`config.mk`:
```
export PLATFORM = sky130hd
export DESIGN_NAME = studio2_keypad
export DESIGN_NICKNAME = d
export VERILOG_FILES = /design/src/rtl/studio2_keypad.sv
export SDC_FILE = /design/constraint.sdc
export NUM_CORES = 1
export LEC_CHECK = 0
export BUFFER_PORTS_ARGS = -buffer_cell sky130_fd_sc_hd__buf_2
export CAP_MARGIN = 20
export CORE_AREA = 4 4 100 102
export DETAILED_ROUTE_END_ITERATION = 7
export DIE_AREA = 0 0 104 106
export PLACE_DENSITY = 0.8
export SYNTH_ARGS = -nofsm -noshare
export SYNTH_HDL_FRONTEND = slang
export SYNTH_SLANG_ARGS = --single-unit
```
`constraint.sdc`:
```
create_clock -name clk -period 2.2 [get_ports clk]
set_clock_uncertainty 0.05 [all_clocks]
set_input_delay 0.44 -clock clk [delete_from_list [all_inputs] [get_ports clk]]
set_output_delay 0.44 -clock clk [all_outputs]
set_load 0.02 [all_outputs]
```
`src/rtl/studio2_keypad.sv`:
```
// studio2_keypad: PS/2 to dual 10-key keypad decoder with press stretching,
// OUT 2 key-select latch and registered active-low EF vector for the cdp1802.
module studio2_keypad #(
    parameter int MIN_HOLD = 100000,
    parameter int CNT_W    = 17
) (
    input  logic        clk,
    input  logic        resetq,
    input  logic [10:0] ps2_key,
    input  logic [2:0]  io_n,
    input  logic        io_out,
    input  logic [7:0]  io_dout,
    input  logic        efx,
    output logic [3:0]  ef,
    output logic [3:0]  key_sel,
    output logic [9:0]  kp1_keys,
    output logic [9:0]  kp2_keys
);
    logic       primed, old_tog, ev, unused_ok;
    logic [9:0] hit1, hit2;
    logic [15:0] k1x, k2x;

    assign unused_ok = ^io_dout[7:4];
    assign ev = primed && (ps2_key[10] != old_tog) && !ps2_key[8];

    // One-hot digit decode; unmapped codes yield zero and are ignored downstream.
    always_comb begin
        hit1 = '0;
        hit2 = '0;
        case (ps2_key[7:0])
            8'h45: hit1 = 10'h001;
            8'h16: hit1 = 10'h002;
            8'h1E: hit1 = 10'h004;
            8'h26: hit1 = 10'h008;
            8'h25: hit1 = 10'h010;
            8'h2E: hit1 = 10'h020;
            8'h36: hit1 = 10'h040;
            8'h3D: hit1 = 10'h080;
            8'h3E: hit1 = 10'h100;
            8'h46: hit1 = 10'h200;
            8'h70: hit2 = 10'h001;
            8'h69: hit2 = 10'h002;
            8'h72: hit2 = 10'h004;
            8'h7A: hit2 = 10'h008;
            8'h6B: hit2 = 10'h010;
            8'h73: hit2 = 10'h020;
            8'h74: hit2 = 10'h040;
            8'h6C: hit2 = 10'h080;
            8'h75: hit2 = 10'h100;
            8'h7D: hit2 = 10'h200;
            default: ;
        endcase
    end

    for (genvar g = 0; g < 2; g++) begin : pad
        logic [9:0]       keys, pend, keys_d, pend_d, m;
        logic [CNT_W-1:0] cnt, cnt_d;
        logic             sat, reach;
        assign m     = ev ? (g == 0 ? hit1 : hit2) : '0;
        assign sat   = cnt == CNT_W'(MIN_HOLD);
        assign reach = cnt == CNT_W'(MIN_HOLD - 1);
        // A break arriving once the hold time is met (or being met this cycle) releases at once.
        always_comb begin
            keys_d = reach ? keys & ~pend : keys;
            pend_d = reach ? '0 : pend;
            cnt_d  = sat ? cnt : cnt + 1'b1;
            if (ps2_key[9] && m != '0) begin
                keys_d = keys_d | m;
                pend_d = pend_d & ~m;
                cnt_d  = '0;
            end else if (!ps2_key[9] && (keys & m) != '0) begin
                if (sat || reach) keys_d = keys_d & ~m;
                else pend_d = pend_d | m;
            end
        end
        always_ff @(posedge clk or negedge resetq) begin
            if (!resetq) begin
                keys <= '0;
                pend <= '0;
                cnt  <= '0;
            end else begin
                keys <= keys_d;
                pend <= pend_d;
                cnt  <= cnt_d;
            end
        end
    end

    assign kp1_keys = pad[0].keys;
    assign kp2_keys = pad[1].keys;
    assign k1x = {6'b0, kp1_keys};
    assign k2x = {6'b0, kp2_keys};

    always_ff @(posedge clk or negedge resetq) begin
        if (!resetq) begin
            primed  <= 1'b0;
            old_tog <= 1'b0;
            key_sel <= 4'h0;
            ef      <= 4'b1111;
        end else begin
            primed  <= 1'b1;
            old_tog <= ps2_key[10];
            key_sel <= (io_out && io_n == 3'd2) ? io_dout[3:0] : key_sel;
            ef      <= {~k2x[key_sel], ~k1x[key_sel], 1'b1, efx};
        end
    end
endmodule

```
==> impl_metrics.ini, run 1 <==
[run_status]
outcome = complete, no violations

[logic_synthesis]
synth_cell_types = 64
async_flop_share_pct = 100
ys.flop_type = dfrtp_1
syn_area_sq_um = 4910
syn_avg_cell_area_sq_um = 9.23
yosys_warnings = 0
post-synth-top-count-cell = dfrtp_1
synth_area_leaders = dfrtp_1 (41%), nand2_1 (5.0%), nor2_1 (4.3%), nand3_1 (3.3%), xnor2_1 (3.0%)
synth_adder_area_share_pct = 1.02
synth_seq_cells = 83
syn_inst = 532
yosys-top-cells-count = dfrtp_1 (80), nand2_1 (65), nor2_1 (56)
yosys.area_share.simple_pct = 28.3
synth_xor_area_share_pct = 5.17
synth_mux_area_share_pct = 4.05
synth_top_area_share_pct = 40.8
synth-edff-count = 0
synth_area_leader_cell = dfrtp_1
ys_seq_area_share_pct = 42.4
synth_top_family_by_area = simple AND/OR/NAND/NOR gates
synth-compound-area-share_pct = 15.4

[floorplanning]
coreArea_sq_um = 9110
fp.dieH_um = 106
start_util_pct = 53.9
dieArea_sq_um = 11000
rows = 35
die_x_um = 104
io_pins = 54

[critical_path]
cp-end-kind = flop
critPathMaxFanout = 7
crit_type = reg -> reg
critPathArrivalTime_ps = 2260
worstPathRequired_ps = 2380
crit_path_start_kind = flop

[cts]
clkTransAtPathRegs_ps = 80
cts_tree = done
clock_latency_ps = 370
clock-sinks = 83
cts-root-buf = clkbuf_8
cts_buffers = 9
clk_path_buf_depth = 2
htreeDepth = 3

[grt]
grtUsageTotal_pct = 24.5
grt_pass1_vias = 4550
use_met2_pct = 40.1
grt_pass1_wl_um = 22000
met1_usage_pct = 31.7
top_usage_layer = met2
grt_max_degree = 51
grt_use_met3_pct = 4.98
grt_remaining_overflow = 0
antenna_found_initial = 2

[power]
irDropWorstVdd_v = 0.000330
power_density_nw_per_um2 = 608
p_leak_nw = 2.58

[place]
place_hpwl_um = 9620
portBuffers = 48
place_area_sq_um = 5680
gp_congestion = 0.913

[sta]
drv_slew = 0
fmax_ghz = 0.479
setup_tns_ps = 0
finalHoldViolations = 0
worst_slew_pin_slew_ps = 679
fin_crit_ps = 2090
setup_viol = 0
rsz0062_at_grt = true
relSlewSlack_pct = 54.5
fin_crit_sh_pct = 94.8

[drt]
dr.pass1.iters = 5
wl_per_cell_um = 17.3
ant_nets = 0
drt_iter0_drc = 269
vias = 4565
wl_um = 13000
drc = 0
vias_per_cell = 6.08

[run]
max_cap_violations = 0

[final_layout]
nets = 665
stdcell_area_sq_um = 5910
fill_cells = 700
area_growth_syn_to_layout_pct = 20.4
drive_above_1_share_pct = 26.1

[min_path]
min_path_type = in -> reg
==> metrics by stage <==
step                      util, %  setup WS, ps  power, mW  hold WS (ps)  cells
after CTS                    64.7           127       3.60           110    749
after detailed placement     62.3          -150       2.48           366    733
final                        64.9           114       3.59           120    751
after global routing         64.9        -0.135       3.77           120    750
after global placement       62.3          -115       2.43           356    733
after floorplan                 -          1.12       2.25          94.4    533
==> kinds of logic after synthesis <==
kind of cell | Yosys count
and+or+nand+nor | 258
AOI/OAI and AO/OA | 103
DFF | 83
buffers and inverters | 40
xor gates and xnor gates | 29
muxes | 14
adders and majority gates | 4
other | 1
==> report_power, final <==
group,internal (mW),switching (mW)
clock,0.578,0.552
combinational,0.272,0.309
sequential,1.67,0.214
==> registers in the layout, indices dropped and copies added (netlist names) <==
register,count
ef,3
key_sel,4
kp1_keys,10
kp2_keys,10
old_tog,1
pad.cnt,34
pad.pend,20
primed,1
==> critical path, cell delays in order (launching register included) <==
cell      delay (ps)
dfrtp_1          440
nor4bb_1         390
nand3_1          170
nor2_1           320
nor2_1           210
nor3_1           230
a21oi_1          140
==> placed cells by master, fill, tap and decap left out, drive strengths merged, types with 13 or more instances in the layout <==
cell and count:
a21oi 27, and3 13, buf 114, dfrtp 80, inv 16, nand2 65, nand3 32, nor2 56
nor3 16, o21ai 21, xnor2 17
==> worst paths after layout <==
| kind | cells past startpoint | startpoint | end | slack [ps] |
|---|---|---|---|---|
| max in group asynchronous | 3 | resetq | ef[0]$_DFF_PN1_ | 910 |
| min in group asynchronous | 2 | resetq | pad[0].pend[5]$_DFF_PN0_ | 500 |
| setup / recovery | 6 | pad[1].cnt[6]$_DFFE_PN0P_ | kp2_keys[0]$_DFF_PN0_ | 110 |
| hold / removal | 1 | efx | ef[0]$_DFF_PN1_ | 120 |
| hold reg to reg | 2 | pad[0].pend[4]$_DFF_PN0_ | pad[0].pend[4]$_DFF_PN0_ | 470 |
| setup reg to reg | 6 | pad[1].cnt[6]$_DFFE_PN0P_ | kp2_keys[0]$_DFF_PN0_ | 110 |
==> metal layers <==
layer | part of all wire [%] | vias up
li1 | - | 2119
met1 | 41 | 2205
met2 | 48 | 209
met3 | 8.5 | 28
met4 | 2.3 | 4
met5 | 0.16 | -
==> layout make-up <==
class | instances | area (sq um) | share of cell area, %
multi-input combinational | 410 | 2670 | 45.1
clock inverter | 4 | 50.0 | 0.846
inverter | 16 | 60.1 | 1.02
sequential | 83 | 2080 | 35.2
tap | 111 | 139 | 2.35
antenna | 1 | 2.50 | 0.0423
timing repair buffer | 115 | 761 | 12.9
clock buffer | 11 | 151 | 2.56
==> repair_timing <==
| item | 4_1_cts | 5_1_grt |
|---|---|---|
| setup buffers | 0 | 1 |
| endpoints found under the setup margin | 0 | 11 |
| hold buffers | 1 | 0 |
| gates resized for setup | 0 | 4 |
| endpoints found under the hold margin | 31 | 0 |
(Power assumes the default switching activity.)
==> inputs of run 2 (changes only) <==
- CORE_AREA: 4 4 100 102 -> 4 4 126 128
- DIE_AREA: 0 0 104 106 -> 0 0 130 132
- PLACE_DENSITY: 0.8 -> 0.56
==> run 2 against run 1 <==
Sequential cell count unchanged. Non-clock buffer count decreased by 3. Wire length decreased by 0.97%. Global-route usage decreased by 9.0 points. First-iteration DRC count increased by 36%. Total power increased by 10%. Core utilization decreased by 24 points. Register-to-register slack improved by 30 ps. Critical path type unchanged.
==> impl_metrics.ini, run 2 (same netlist as run 1, synthesis figures left out) <==
[run_status]
outcome = complete, no violations

[final_layout]
largest_reg_flops = 34
final_cell_mix = dfrtp_1 (80), nand2_1 (65), buf_4 (63), nor2_1 (55), buf_2 (47)
nets = 662
area_growth_syn_to_layout_pct = 24.5
top_register = pad.cnt
drive_above_1_share_pct = 26.3
regArea_sq_um = 2080
stdcell_area_sq_um = 6120
layout_commonest_cell = dfrtp_1
reg_top3 = pad.cnt x34, pad.pend x20
fill_cells = 1488
multi_input_area_sq_um = 2700
diodes = 0

[critical_path]
r2r_slack_ps = 140
critPathTopFamily = compound AO/OA/AOI/OAI gates
cp-end-kind = flop
critPathArrivalTime_ps = 2220
worst-r2r-cell-count = 7
crit_type = reg -> reg
endpoint = kp2_keys[9]$_DFF_PN0_
reg2reg_to = kp2_keys[9]$_DFF_PN0_
slowest_stage = dfrtp_1
slowest_delay_ps = 370
reg2reg_from = old_tog$_DFF_PN0_
critical_path_depth = 7
crit_start = old_tog$_DFF_PN0_
crit_path_start_kind = flop
worstPathRequired_ps = 2360
path_cells = xor2_1 -> buf_4 -> nand3_1 -> a41o_1 -> a41oi_2 -> nor2b_2 -> a21oi_1
crit_buf_inv = 1
critPathMaxFanout = 7

[sta]
finalHoldViolations = 0
setup_viol = 0
setup_slack_ps = 142
drv_slew = 0
fmax_ghz = 0.486
fin_crit_ps = 2060
rsz0062_at_grt = false
fin_crit_sh_pct = 93.5

[cts]
cts-root-buf = clkbuf_16
cts_tree = done
clock_latency_ps = 340
hold_buffers = 0
cts_buffers = 9
htreeDepth = 3
clk_path_buf_depth = 2
clock-sinks = 83
clkTransAtPathRegs_ps = 60

[grt]
grt_pass1_vias = 4348
grt_pass1_wl_um = 21600
grt_max_degree = 50
grt_remaining_overflow = 0
antenna_found_initial = 0
grtUsageTotal_pct = 15.5

[drt]
vias = 4328
wl_um = 12900
drc = 0
vias_per_cell = 5.27
wl_per_cell_um = 15.7
ant_nets = 0
drt_iter0_drc = 366
dr.pass1.iters = 4

[floorplanning]
die_x_um = 130
io_pins = 54
dieArea_sq_um = 17200
start_util_pct = 33.0
fp.dieH_um = 132
rows = 45
coreArea_sq_um = 14900

[power]
fin_total_pwr_mw = 3.96
power_density_nw_per_um2 = 647
irDropWorstVdd_v = 0.000310
pwr-share-comb_pct = 14.7
p_leak_nw = 2.62
sw_frac_of_total_pct = 27.5
seqPwrFrac_pct = 47.3
internal_power_mw = 2.87
clkPwrFrac_pct = 37.9
p_switching_mw = 1.09

[place]
place_area_sq_um = 5780
pre_cts_ws_ps = -213
place_hpwl_um = 9530
portBuffers = 48
gp_congestion = 0.805

[run]
max_cap_violations = 0

[min_path]
min_path_type = in -> async
==> run 2: cell count changes in the layout (fill, tap and decap cells not counted), sizes merged <==
cell         delta
buf             -2
clkinv          -1
clkinvlp        -1
diode           -1
dlygate4sd3     -1
==> run 2: layout make-up <==
cell class                 count  share of cell area (%)
multi-input combinational    410                    44.2
sequential                    83                    34.0
timing repair buffer         112                    12.2
clock buffer                  11                    4.13
tap                          188                    3.85
inverter                      16                   0.982
clock inverter                 2                   0.614
==> run 2: power by group through the flow <==
stage,clock [mW],combinational (mW),sequential (mW)
after floorplan,0,0.393,1.86
after global placement,0,0.566,1.89
after detailed placement,0,0.583,1.90
after CTS,1.55,0.585,1.87
after global routing,1.61,0.658,1.90
final,1.50,0.584,1.87
==> run 2: worst min path at each step <==
| stage | cells after the start | end | slack, ps |
|---|---|---|---|
| after global placement | 1 | pad[0].pend[5]$_DFF_PN0_ | 380 |
| after global routing | 1 | kp1_keys[0]$_DFF_PN0_ | 50 |
| after floorplan | 0 | key_sel[0]$_DFFE_PN0P_ | 90 |
| after CTS | 1 | kp1_keys[0]$_DFF_PN0_ | 30 |
| after detailed placement | 1 | kp1_keys[0]$_DFF_PN0_ | 390 |
| final | 1 | kp1_keys[0]$_DFF_PN0_ | 10 |
==> run 2: routing by layer <==
layer / vias up / part of all wire [%] / track usage (%)
met5: - / 0 / 0
met4: 0 / 1.6 / 4.33
met3: 13 / 3.9 / 2.55
met2: 80 / 48 / 25.9
met1: 2121 / 46 / 20.5
li1: 2114 / - / -
==> run 2: metrics by stage <==
stage	hold WS, ps	std cells	setup TNS, ps	util [%]
2_1_floorplan	94.4	533	0	-
3_3_place_gp	376	809	-4470	38.9
3_5_place_dp	387	809	-8920	38.9
4_1_cts	29.4	822	0	40.8
5_1_grt	52.0	822	0	41.1
6_report	12.4	822	0	41.1
==> run 2: what timing repair did <==
item                                    4_1_cts  5_1_grt
setup buffers                                 0        0
endpoints found under the setup margin        0       25
gates resized for setup                       0        9
==> inputs of run 3 (changes only) <==
- MAX_ROUTING_LAYER: default -> met4
- PLACE_DENSITY: 0.56 -> default
- SKIP_LAST_GASP: default -> 1
==> run 3 against run 2 <==
Wire length grew 0.96%. Global-route usage up 0.61 points. Final cell count rose by 1.5%. Critical endpoint is now pad[1].pend[5]$_DFF_PN0_.
==> impl_metrics.ini, run 3 (same netlist as run 1, synthesis figures left out) <==
[drt]
dr.pass1.iters = 5
wl_per_cell_um = 15.6
wl_um = 13000
drc = 0
ant_nets = 0
vias = 4371
vias_per_cell = 5.24
drt_iter0_drc = 356

[power]
irDropWorstVdd_v = 0.000544
p_leak_nw = 2.68
power_density_nw_per_um2 = 651

[sta]
fin_crit_sh_pct = 94.1
setup_slack_ps = 130
drv_slew = 0
setup_tns_ps = 0
rsz0062_at_grt = true
fin_crit_ps = 2070
setup_viol = 0
finalHoldViolations = 0
fmax_ghz = 0.483
relSlewSlack_pct = 59.7
worst_slew_pin_slew_ps = 604

[cts]
clock-sinks = 83
cts-root-buf = clkbuf_16
cts_buffers = 9
clkTransAtPathRegs_ps = 60
clock_latency_ps = 350
htreeDepth = 3
cts_tree = done
clk_path_buf_depth = 2

[critical_path]
critPathArrivalTime_ps = 2260
cp-end-kind = flop
crit_type = in -> reg
worstPathRequired_ps = 2390
r2r_slack_ps = 160
slowest_stage = a32oi_1
path_cells = buf_2 -> buf_12 -> mux2_2 -> a32oi_1 -> nor3_1 -> buf_4 -> and3_1 -> a21o_1
crit_path_start_kind = primary input
slowest_delay_ps = 480
critPathMaxFanout = 10

[final_layout]
layout_commonest_cell = dfrtp_1
regArea_sq_um = 2080
stdcell_area_sq_um = 6210
largest_reg_flops = 34
area_growth_syn_to_layout_pct = 26.3
drive_above_1_share_pct = 27.1
final_cell_mix = dfrtp_1 (80), buf_4 (69), nand2_1 (65), nor2_1 (55), buf_2 (47)
nets = 671
multi_input_area_sq_um = 2690
diodes = 0
top_register = pad.cnt
fill_cells = 1472
reg_top3 = pad.cnt x34, pad.pend x20

[floorplanning]
die_x_um = 130
start_util_pct = 33.0
coreArea_sq_um = 14900
dieArea_sq_um = 17200
fp.dieH_um = 132
io_pins = 54
rows = 45

[place]
place_area_sq_um = 5870
portBuffers = 48
place_hpwl_um = 9630
gp_congestion = 0.882
pre_cts_ws_ps = -237

[grt]
grt_use_met3_pct = 3.40
grt_max_degree = 52
grt_pass1_wl_um = 21400
top_usage_layer = met2
grt_remaining_overflow = 0
use_met2_pct = 24.9
grtUsageTotal_pct = 16.1
antenna_found_initial = 0
met1_usage_pct = 21.0
grt_pass1_vias = 4306

[run_status]
outcome = complete, no violations

[min_path]
min_path_type = in -> reg

[run]
max_cap_violations = 0
[run 3: cell count changes in the layout (fill, tap and decap cells not counted), moves of 2 or more]
cell and change:
clkbuf_8 -2, buf_12 +2, clkinv_2 +2, buf_4 +6
[run 3: report_power, final]
| part | total (mW) | internal (mW) | switching (mW) |
|---|---|---|---|
| Combinational | 0.605 | 0.292 | 0.314 |
| Sequential | 1.88 | 1.67 | 0.205 |
| Clock | 1.56 | 0.889 | 0.668 |
| Total | 4.04 | 2.85 | 1.19 |
[run 3: what timing repair did]
action / 4_1_cts / 5_1_grt
buffers inserted: 0 / 0
hold buffers: 1 / 0
setup endpoints to repair: 2 / 25
gates resized for setup: 1 / 5
hold endpoints to repair: 5 / 0
pin swaps: 0 / 0
[run 3: stage by stage]
| step | util (%) | power (mW) | instances | hold WS [ps] |
|---|---|---|---|---|
| after floorplan | - | 2.25 | 533 | 94.4 |
| after global placement | 39.5 | 2.47 | 817 | 366 |
| after detailed placement | 39.5 | 2.50 | 817 | 380 |
| after CTS | 41.6 | 4.08 | 834 | 123 |
| after global routing | 41.8 | 4.25 | 834 | 131 |
| final | 41.8 | 4.04 | 834 | 143 |
[run 3: worst max-delay path, delay by kind of cell]
kind / cells / cell delay (ps)
AO/OA/AOI/OAI: 2 / 640
buffers and inverters: 3 / 570
multiplexers: 1 / 320
AND/OR/NAND/NOR: 2 / 290
[run 3: layout make-up]
type | instances | area share (%)
clock buffer | 9 | 3.63
clock inverter | 7 | 1.23
inverter | 16 | 0.968
multi-input combinational | 410 | 43.3
sequential | 83 | 33.5
tap | 188 | 3.79
timing repair buffer | 121 | 13.6
[run 3: per-layer routing]
layer | vias up | wire length [um]
li1 | 2134 | -
met1 | 2137 | 6080
met2 | 88 | 6130
met3 | 12 | 576
met4 | 0 | 202
met5 | - | 0
[run 3: final timing paths]
check | startpoint | end | cells after the start
max reg2reg | pad[1].cnt[0]$_DFFE_PN0P_ | pad[1].pend[0]$_DFF_PN0_ | 8
min in group asynchronous | resetq | kp2_keys[8]$_DFF_PN0_ | 2
min reg2reg | pad[0].pend[4]$_DFF_PN0_ | pad[0].pend[4]$_DFF_PN0_ | 2
max in group asynchronous | resetq | ef[0]$_DFF_PN1_ | 3
min | efx | ef[0]$_DFF_PN1_ | 1
max | ps2_key[2] | pad[1].pend[5]$_DFF_PN0_ | 8
